## config.mk

```make
export PLATFORM = sky130hd
export DESIGN_NAME = spi_slave
export DESIGN_NICKNAME = d
export VERILOG_FILES = /design/src/rtl/spi_slave.sv
export SDC_FILE = /design/constraint.sdc
export NUM_CORES = 1
export LEC_CHECK = 0
export ABC_AREA = 1
export CAP_MARGIN = 15
export CORE_MARGIN = 4
export CORE_UTILIZATION = 54
export CTS_CLUSTER_DIAMETER = 50
export DETAILED_ROUTE_END_ITERATION = 10
export GPL_TIMING_DRIVEN = 0
export PLACE_DENSITY = 0.89
export SLEW_MARGIN = 10
export SYNTH_ARGS = -nofsm -noshare
export SYNTH_HDL_FRONTEND = slang
export SYNTH_SLANG_ARGS = --single-unit
```

## constraint.sdc

```tcl
create_clock -name clk -period 3.05 [get_ports clk]
set_input_delay 0.915 -clock clk [delete_from_list [all_inputs] [get_ports clk]]
set_output_delay 0.915 -clock clk [all_outputs]
set_load 0.01 [all_outputs]
```

## src/rtl/spi_slave.sv

```systemverilog
// spi_slave: mode-0 SPI slave, synchronized inputs, CPU tx buffer and rx status word
// Optional feature: define SPI_SLAVE_OVERRUN_EN to add the overrun flag in out[13].
module spi_slave #(
    parameter int SYNC_STAGES = 2
) (
    input  logic        clk,
    input  logic        rst_n,
    input  logic        load,
    input  logic [15:0] in,
    input  logic        read,
    output logic [15:0] out,
    input  logic        CSX,
    input  logic        SCK,
    input  logic        SDI,
    output logic        SDO
);
    typedef enum logic {IDLE, ACTIVE} state_t;

    state_t                 state, state_nxt;
    logic [SYNC_STAGES-1:0] csx_sync, sck_sync, sdi_sync;
    logic                   csx_s, sck_s, sdi_s, sck_prev;
    logic                   start, stop, sck_rise, sck_fall, byte_done;
    logic [2:0]             bit_cnt;
    logic [7:0]             tx_buf, tx_shift, rx_shift, rx_data;
    logic                   rx_valid, ov_bit;
    logic                   unused_in;

    assign csx_s     = csx_sync[SYNC_STAGES-1];
    assign sck_s     = sck_sync[SYNC_STAGES-1];
    assign sdi_s     = sdi_sync[SYNC_STAGES-1];
    assign unused_in = ^in[15:8];

    // Bring the asynchronous SPI pins into the clk domain; CSX idles high
    always_ff @(posedge clk or negedge rst_n) begin
        if (!rst_n) begin
            csx_sync <= '1;
            sck_sync <= '0;
            sdi_sync <= '0;
            sck_prev <= 1'b0;
        end else begin
            csx_sync <= {csx_sync[SYNC_STAGES-2:0], CSX};
            sck_sync <= {sck_sync[SYNC_STAGES-2:0], SCK};
            sdi_sync <= {sdi_sync[SYNC_STAGES-2:0], SDI};
            sck_prev <= sck_s;
        end
    end

    // State register
    always_ff @(posedge clk or negedge rst_n) begin
        if (!rst_n) state <= IDLE;
        else        state <= state_nxt;
    end

    // Next state follows synced CSX; SCK edges only count while selected
    always_comb begin
        state_nxt = csx_s ? IDLE : ACTIVE;
        start     = (state == IDLE) && !csx_s;
        stop      = (state == ACTIVE) && csx_s;
        sck_rise  = (state == ACTIVE) && !csx_s && sck_s && !sck_prev;
        sck_fall  = (state == ACTIVE) && !csx_s && !sck_s && sck_prev;
        byte_done = sck_rise && (bit_cnt == 3'd7);
    end

    // Shift registers, bit counter, tx buffer and received byte
    always_ff @(posedge clk or negedge rst_n) begin
        if (!rst_n) begin
            bit_cnt  <= 3'd0;
            tx_buf   <= 8'h00;
            tx_shift <= 8'h00;
            rx_shift <= 8'h00;
            rx_data  <= 8'h00;
            rx_valid <= 1'b0;
        end else begin
            if (start) begin
                bit_cnt  <= 3'd0;
                tx_shift <= tx_buf;
                rx_shift <= 8'h00;
            end else if (stop) begin
                bit_cnt  <= 3'd0;
                rx_shift <= 8'h00;
            end else begin
                if (sck_rise) begin
                    rx_shift <= {rx_shift[6:0], sdi_s};
                    bit_cnt  <= bit_cnt + 3'd1;
                end
                if (sck_fall) tx_shift <= (bit_cnt == 3'd0) ? tx_buf : {tx_shift[6:0], 1'b0};
            end
            if (byte_done) rx_data <= {rx_shift[6:0], sdi_s};
            if (load) tx_buf <= in[7:0];
            rx_valid <= byte_done | (rx_valid & ~read);
        end
    end

`ifdef SPI_SLAVE_OVERRUN_EN
    logic overrun;

    // Flag a byte that lands on top of an unacknowledged one
    always_ff @(posedge clk or negedge rst_n) begin
        if (!rst_n) overrun <= 1'b0;
        else        overrun <= (byte_done & rx_valid & ~read) | (overrun & ~read);
    end

    assign ov_bit = overrun;
`else
    assign ov_bit = 1'b0;
`endif

    assign out = {state == ACTIVE, rx_valid, ov_bit, 5'd0, rx_data};
    assign SDO = (state == ACTIVE) & tx_shift[7];
endmodule

```

# Word level (Yosys, flattened, before mapping)
# Cells that the tools add are included.
# totals
reg_bits	43
output_inout_bits	17
# classes
addsub	1
eq_ne	2
mux	11
bitwise	5
reduce_logical	15
# op_table
op	n
8-bit 2-to-1 mux	4
7-bit 2-to-1 mux	3
3-bit 2-to-1 mux	3
1-bit logical AND	8
3-bit by 1-bit adder with 3-bit output (second input constant)	1
3-bit equality test (second input constant)	1
1-bit zero test	3
3-bit zero test	1
3-bit nonzero test	1
1-bit AND	2
2-bit inequality test (second input constant)	1
1-bit inverter	2
2-bit AND reduction	1
2-bit nonzero test	1
1-bit 2-to-1 mux	1
1-bit bitwise OR	1

# Depth between registers and ports, before layout
# Gate-level depths: netlist of the first run.
# logic_depth
depth_word	7
mapped_depth	9
depth_no_buf	8

# Worst setup path after synthesis of the first run
# OpenSTA, ideal clock, no wires.
# synth_timing
path_type	input -> register
startpoint	input port load
endpoint	register tx_buf[1]
arrival_ns	1.415
required_time_ns	2.925
slack_ns	1.511
cell_stages	2
n_path_buf	1
cell_sequence	buf_2 > mux2_2
# synth_rtl
element	line	source
start: declaration	8	input logic load,
end signal: assignment	89	if (load) tx_buf <= in[7:0];
end: declaration	24	logic [7:0] tx_buf, tx_shift, rx_shift, rx_data;
# No word-level cell between the ends.

# Worst setup path in the final report of the first run
# layout_timing
startpoint	register state
endpoint	output port out[15]
# layout_rtl
element	line	source
start: declaration	19	state_t state, state_nxt;
start signal: assignment	51	else state <= state_nxt;
end: declaration	11	output logic [15:0] out,
# No word-level cell between the ends.

==> results of run 1 <==
-- state kept, by name, summed over array words and instances, names as in the netlist, 2 cells and up --
| name | cells |
|---|---|
| bit_cnt | 3 |
| tx_shift | 8 |
| rx_shift | 7 |
| sck_sync | 2 |
| sdi_sync | 2 |
| tx_buf | 8 |
| csx_sync | 2 |
| rx_data | 8 |
-- worst min path at each step --
stage	from	to	slack (ns)
floorplan	sck_sync[0]	sck_sync[1]	0.33
global placement	sdi_sync[0]	sdi_sync[1]	0.33
detailed placement	sdi_sync[0]	sdi_sync[1]	0.35
CTS	csx_sync[0]	csx_sync[1]	0.37
global route	csx_sync[0]	csx_sync[1]	0.38
finish	sdi_sync[0]	sdi_sync[1]	0.36
-- cell usage in the layout, fill, tap and decap left out, types with 6 or more instances in the layout --
cell,netlist,routed
buf_4,8,8
clkdlybuf4s50_1,0,23
conb_1,1,6
dfrtp_1,41,41
ha_1,6,6
inv_1,12,12
mux2_2,7,7
nand2_1,64,64
nand3_1,25,25
o21ai_0,7,7
-- area by class of cell --
cell class | instances | area share (%)
clock inverters | 1 | 0.218
repair buffers | 25 | 11.1
inverters | 13 | 2.13
plain buffers | 13 | 4.26
flip-flops and latches | 43 | 47.1
well taps | 46 | 2.51
clock buffers | 7 | 2.40
multi-input cells | 130 | 30.3
-- Yosys cell counts (all sizes together) --
| library cell | count | area share, % |
|---|---|---|
| clkbuf | 1 | 0.26 |
| mux2 | 7 | 4.1 |
| nand3 | 26 | 7.5 |
| o22ai | 1 | 0.33 |
| nor2 | 2 | 0.92 |
| a21oi | 2 | 1.1 |
| dfrtp | 41 | 54 |
| inv | 13 | 2.6 |
| o21ai | 12 | 3.2 |
| buf | 12 | 4.9 |
| nand2 | 68 | 14 |
| conb | 1 | 0.20 |
| dfstp | 2 | 2.8 |
| ha | 6 | 3.9 |
-- metal layers --
metal,up-vias,global-route usage (%),wire [µm]
met3,8,3.00,186
met2,43,27.7,1530
met4,0,9.37,87
met5,-,0,0
met1,644,21.2,1450
li1,683,-,-
-- per-stage QoR --
stage	utilization [%]	setup WS, ns	total power, mW
3_5_place_dp	66.4	1.08	0.953
4_1_cts	68.2	0.678	1.24
5_1_grt	68.2	0.575	1.30
6_report	68.2	0.700	1.23
2_1_floorplan	-	1.51	0.866
3_3_place_gp	65.9	0.0654	0.935
-- power groups by stage --
stage	Sequential (mW)	Clock [mW]	Combinational, mW
2_1_floorplan	0.683	0	0.183
3_3_place_gp	0.690	0	0.244
3_5_place_dp	0.693	0	0.260
4_1_cts	0.683	0.293	0.260
5_1_grt	0.694	0.313	0.298
6_report	0.683	0.289	0.258
-- kinds of logic (layout without fill, tap and decap cells) --
family / Yosys count / count (layout) / share of synthesized area [%]
AO/OA/AOI/OAI: 15 / 15 / 4.61
adder cells (fa/ha/maj): 6 / 6 / 3.95
buffers and inverters: 26 / 59 / 7.70
flip-flops: 43 / 43 / 56.7
multiplexers: 7 / 7 / 4.15
other: 1 / 6 / 0.197
AND/OR/NAND/NOR: 96 / 96 / 22.6
==> flow_metrics.env, run 1 <==
export IMPL_rows=21
export IMPL_cts_sinks=43
export IMPL_crit_path_end="out[15]"
export IMPL_worst_r2r_cell_count=7
export IMPL_clk_path_buf_depth=2
export IMPL_rrSetupSlack_ns=1.47
export IMPL_fin_skew_ns=0.0178
export IMPL_placed_cell_area_mm2=0.00223
export IMPL_share_seq_of_total_power_pct=55.5
export IMPL_fmax_ghz=0.425
export IMPL_status="completed"
export IMPL_grt_pass1_wl_mm=5.73
export IMPL_grt_max_degree=28
export IMPL_r2r_end="rx_shift[5]"
export IMPL_grt_overflow=0
export IMPL_critPathMaxFanout=5
export IMPL_drc_errors=0
export IMPL_ios=40
export IMPL_p_per_area_mw_per_mm2=537
export IMPL_p_leak_nw=1.19
export IMPL_viasPerCell=4.96
export IMPL_netlist_instances=194
export IMPL_arrival_ns=1.44
export IMPL_ant_nets=0
export IMPL_avgSynthCellArea_um2=9.80
export IMPL_dp_cells=270
export IMPL_path_delay_family="buffers and inverters"
export IMPL_drt_iter0_markers=94
export IMPL_hold_buffers=0
export IMPL_initial_core_util_pct=56.5
export IMPL_dr_pass1_iters=4
export IMPL_cts_root_buf="clkbuf_4"
export IMPL_wl_per_cell_um=11.7
export IMPL_crit_required_ns=2.13
export IMPL_fin_setup_tns_ns=0
export IMPL_crit_chain="buf_4 > clkdlybuf4s50_1"
export IMPL_area_delta_synth_final_pct=20.6
export IMPL_max_stage_delay_ns=0.52
export IMPL_antenna_found_initial=0
export IMPL_switchingPower_uw=369
export IMPL_port_buffers=24
export IMPL_synth_seq_cells=43
export IMPL_drive_gt1_share_pct=17.2
export IMPL_gp_routability_congestion=0.750
export IMPL_die_w_um=67.3
export IMPL_rsz0062_at_grt="false"
export IMPL_clk_pin_slew_worst_paths_ns=0.12
export IMPL_dpl_hpwl_mm=2.42
export IMPL_netlist_area_mm2=0.00190
export IMPL_cp_num_cells=2
export IMPL_p_sw_share_pct=29.9
export IMPL_peakVddDrop_uv=280
export IMPL_seq_area_mm2=0.00108
export IMPL_path_class="register to output port"
export IMPL_fin_crit_sh_pct=77.1
export IMPL_fin_cells=278
export IMPL_drt_wl_total_mm=3.25
export IMPL_final_cell_area_mm2=0.00229
export IMPL_min_path_cells=0
export IMPL_endpoint_kind="output port"
export IMPL_ys_types=23
export IMPL_fin_nets=260
export IMPL_cp_startpoint="state"
export IMPL_p_comb_share_pct=21.0
export IMPL_maxCapViolations=0
export IMPL_core_area_mm2=0.00336
export IMPL_die_h_um=67.3
export IMPL_htree_levels=2
export IMPL_cts_tree="built"
export IMPL_r2r_start="csx_sync[1]"
export IMPL_yosys_warnings=0
export IMPL_multi_input_area_um2=694
export IMPL_startpoint_type="register"
export IMPL_clockPowerShare_pct=23.5
export IMPL_intPower_uw=862
export IMPL_hold_viol_final=0
export IMPL_die_area_mm2=0.00453
export IMPL_seq_area_frac_synth_pct=56.7
export IMPL_fillCellCount=266
export IMPL_clock_latency_ns=0.36
export IMPL_cts_setup_buffers=0
export IMPL_period_needed_ns=2.35
export IMPL_crit_buf_inv=2
export IMPL_min_path_type="register to register"
export IMPL_grt_total_usage_pct=16.9
export IMPL_final_max_slew_viol_count=0
export IMPL_cts_made_buffers=5
export IMPL_grt_pass1_vias=1354
export IMPL_fin_hold_ws_ns=0.364
export IMPL_via_count=1378
export IMPL_slowest_stage="clkdlybuf4s50_1"
export IMPL_diodes=0
export IMPL_cts_resized=0
export IMPL_finalSetupViolCount=0
No activity file was read; power rests on OpenSTA's default activity.
==> run 2, diff against run 1 <==
--- a/config.mk
+++ b/config.mk
@@ -8,11 +8,11 @@
 export ABC_AREA = 1
 export CAP_MARGIN = 15
 export CORE_MARGIN = 4
-export CORE_UTILIZATION = 54
+export CORE_UTILIZATION = 45
 export CTS_CLUSTER_DIAMETER = 50
 export DETAILED_ROUTE_END_ITERATION = 10
 export GPL_TIMING_DRIVEN = 0
-export PLACE_DENSITY = 0.89
+export PLACE_DENSITY = 0.8
 export SLEW_MARGIN = 10
 export SYNTH_ARGS = -nofsm -noshare
 export SYNTH_HDL_FRONTEND = slang
==> constraint.sdc (replaced) <==
create_clock -name clk -period 1.98 [get_ports clk]
set_input_delay 0.594 -clock clk [delete_from_list [all_inputs] [get_ports clk]]
set_output_delay 0.594 -clock clk [all_outputs]
set_load 0.01 [all_outputs]
==> run 2 against run 1 <==
Compared with the run above: via count up 0.73%; critical path type unchanged; highest routed layer unchanged; register-to-register slack got worse by 1.1 ns; total power increased by 75%; clock power rose by 140%; largest cell class unchanged; wire length rose by 5.4%.
==> flow_metrics.env, run 2 (synthesized netlist as in run 1, its figures left out) <==
export IMPL_top_layer_used="met4"
export IMPL_path_class="register to output port"
export IMPL_reg_top3="rx_data: 8 flops, tx_buf: 8 flops, tx_shift: 8 flops"
export IMPL_fin_setup_tns_ns=0
export IMPL_rsz0062_at_grt="false"
export IMPL_fillCellCount=343
export IMPL_finalSetupViolCount=0
export IMPL_antenna_found_initial=0
export IMPL_drt_wl_total_mm=3.42
export IMPL_grt_pass1_vias=1365
export IMPL_fmax_ghz=0.533
export IMPL_peakVddDrop_uv=521
export IMPL_die_area_mm2=0.00533
export IMPL_rrSetupSlack_ns=0.39
export IMPL_critPathMaxFanout=3
export IMPL_drive_gt1_share_pct=18.0
export IMPL_endpoint_kind="output port"
export IMPL_crit_buf_inv=2
export IMPL_cts_root_buf="clkbuf_8"
export IMPL_cts_tree="built"
export IMPL_port_buffers=24
export IMPL_dpl_hpwl_mm=2.42
export IMPL_drc_errors=0
export IMPL_maxCapViolations=0
export IMPL_clock_latency_ns=0.29
export IMPL_hold_viol_final=0
export IMPL_die_h_um=73.0
export IMPL_ant_nets=0
export IMPL_clk_pin_slew_worst_paths_ns=0.08
export IMPL_crit_chain="buf_4 > clkdlybuf4s50_1"
export IMPL_viasPerCell=4.90
export IMPL_seq_area_mm2=0.00108
export IMPL_drt_iter0_markers=84
export IMPL_dr_pass1_iters=4
export IMPL_wl_met1_mm=1.49
export IMPL_max_stage_delay_ns=0.52
export IMPL_startpoint_type="register"
export IMPL_pre_cts_ws_ns=0.323
export IMPL_p_per_area_mw_per_mm2=909
export IMPL_initial_core_util_pct=47.2
export IMPL_multi_input_area_um2=694
export IMPL_dr_wl_met2_mm=1.69
export IMPL_diodes=0
export IMPL_arrival_ns=1.28
export IMPL_fin_nets=261
export IMPL_slowest_stage="clkdlybuf4s50_1"
export IMPL_htree_levels=2
export IMPL_min_path_type="input port to asynchronous set/reset pin"
export IMPL_grt_max_degree=26
export IMPL_die_w_um=73.0
export IMPL_rows=23
export IMPL_wl_per_cell_um=12.1
export IMPL_p_leak_nw=1.22
export IMPL_via_count=1388
export IMPL_grt_overflow=0
export IMPL_gp_routability_congestion=0.779
export IMPL_core_area_mm2=0.00403
export IMPL_clk_path_buf_depth=2
export IMPL_grt_pass1_wl_mm=6.13
export IMPL_fin_crit_sh_pct=94.7
export IMPL_final_util_pct=58.8
export IMPL_cts_made_buffers=5
export IMPL_setup_slack_ns=0.104
export IMPL_period_needed_ns=1.88
export IMPL_area_delta_synth_final_pct=24.7
export IMPL_grt_total_usage_pct=14.9
export IMPL_wl_met3_um=182
export IMPL_ios=40
export IMPL_cts_sinks=43
export IMPL_layout_common_cells="nand2_1 (64), dfrtp_1 (41), nand3_1 (25), clkdlybuf4s50_1 (23), inv_1 (12)"
export IMPL_final_max_slew_viol_count=0
export IMPL_fin_hold_ws_ns=0.246
export IMPL_path_delay_family="buffers and inverters"
export IMPL_status="completed"
export IMPL_crit_required_ns=1.39
export IMPL_fin_skew_ns=0.00886
export IMPL_mostFrequentLayoutCell="nand2_1"
run 2: changes by cell type in the layout (fill, tap and decap cells not counted):
cell	before	now
bufinv_16	0	1
clkbuf_4	5	0
buf_16	0	1
clkbuf_8	1	6
buf_12	1	0
clkbuf_1	1	0
buf_4	8	9
run 2: where the power goes:
part	total (mW)	leakage (nW)	switching [mW]	internal (mW)
Combinational	0.404	0.612	0.232	0.171
Clock	0.700	0.0612	0.292	0.408
Sequential	1.05	0.547	0.0626	0.988
run 2: repair_timing:
item | 4_1_cts | 5_1_grt
setup endpoints to repair | 1 | 0
resized for setup | 0 | 0
buffers inserted | 1 | 0
endpoints found under the hold margin | 0 | 0
hold buffers | 0 | 0
run 2: final cells by class:
| class | instances | area share (%) |
|---|---|---|
| Sequential cell | 43 | 45.5 |
| Multi-Input combinational cell | 130 | 29.3 |
| Timing Repair Buffer | 26 | 11.4 |
| Buffer | 13 | 4.12 |
| Clock buffer | 6 | 3.48 |
| Tap cell | 50 | 2.64 |
| Inverter | 13 | 2.06 |
| Clock inverter | 2 | 1.48 |
run 2: final timing paths:
path,from,to,depth (start not counted)
worst max-delay path,state,out[15],2
worst min-delay path,rst_n,rx_valid,1
worst max register to register,csx_sync[1],rx_shift[1],7
worst min register to register,sdi_sync[0],sdi_sync[1],0
max in group asynchronous,rst_n,csx_sync[1],2
min in group clk,sdi_sync[0],sdi_sync[1],0
run 2: per-layer routing:
metal | up-vias | GRT usage (%)
met2 | 34 | 23.2
met4 | 0 | 6.35
li1 | 684 | -
met1 | 666 | 19.7
met3 | 4 | 3.72
met5 | - | 0
run 2: worst reg2reg max path, delay by kind of cell, from the launching register on:
kind	cells	cell delay [ns]
flip-flops	1	0.53
buffers and inverters	3	0.42
AND/OR/NAND/NOR	3	0.26
adder cells (fa/ha/maj)	1	0.28
run 2: metrics by stage:
step	std cells	cell area [µm²]	total power [mW]
2_1_floorplan	199	1920	1.33
3_3_place_gp	273	2220	1.44
3_5_place_dp	274	2240	1.47
4_1_cts	283	2370	2.17
5_1_grt	283	2370	2.28
6_report	283	2370	2.15
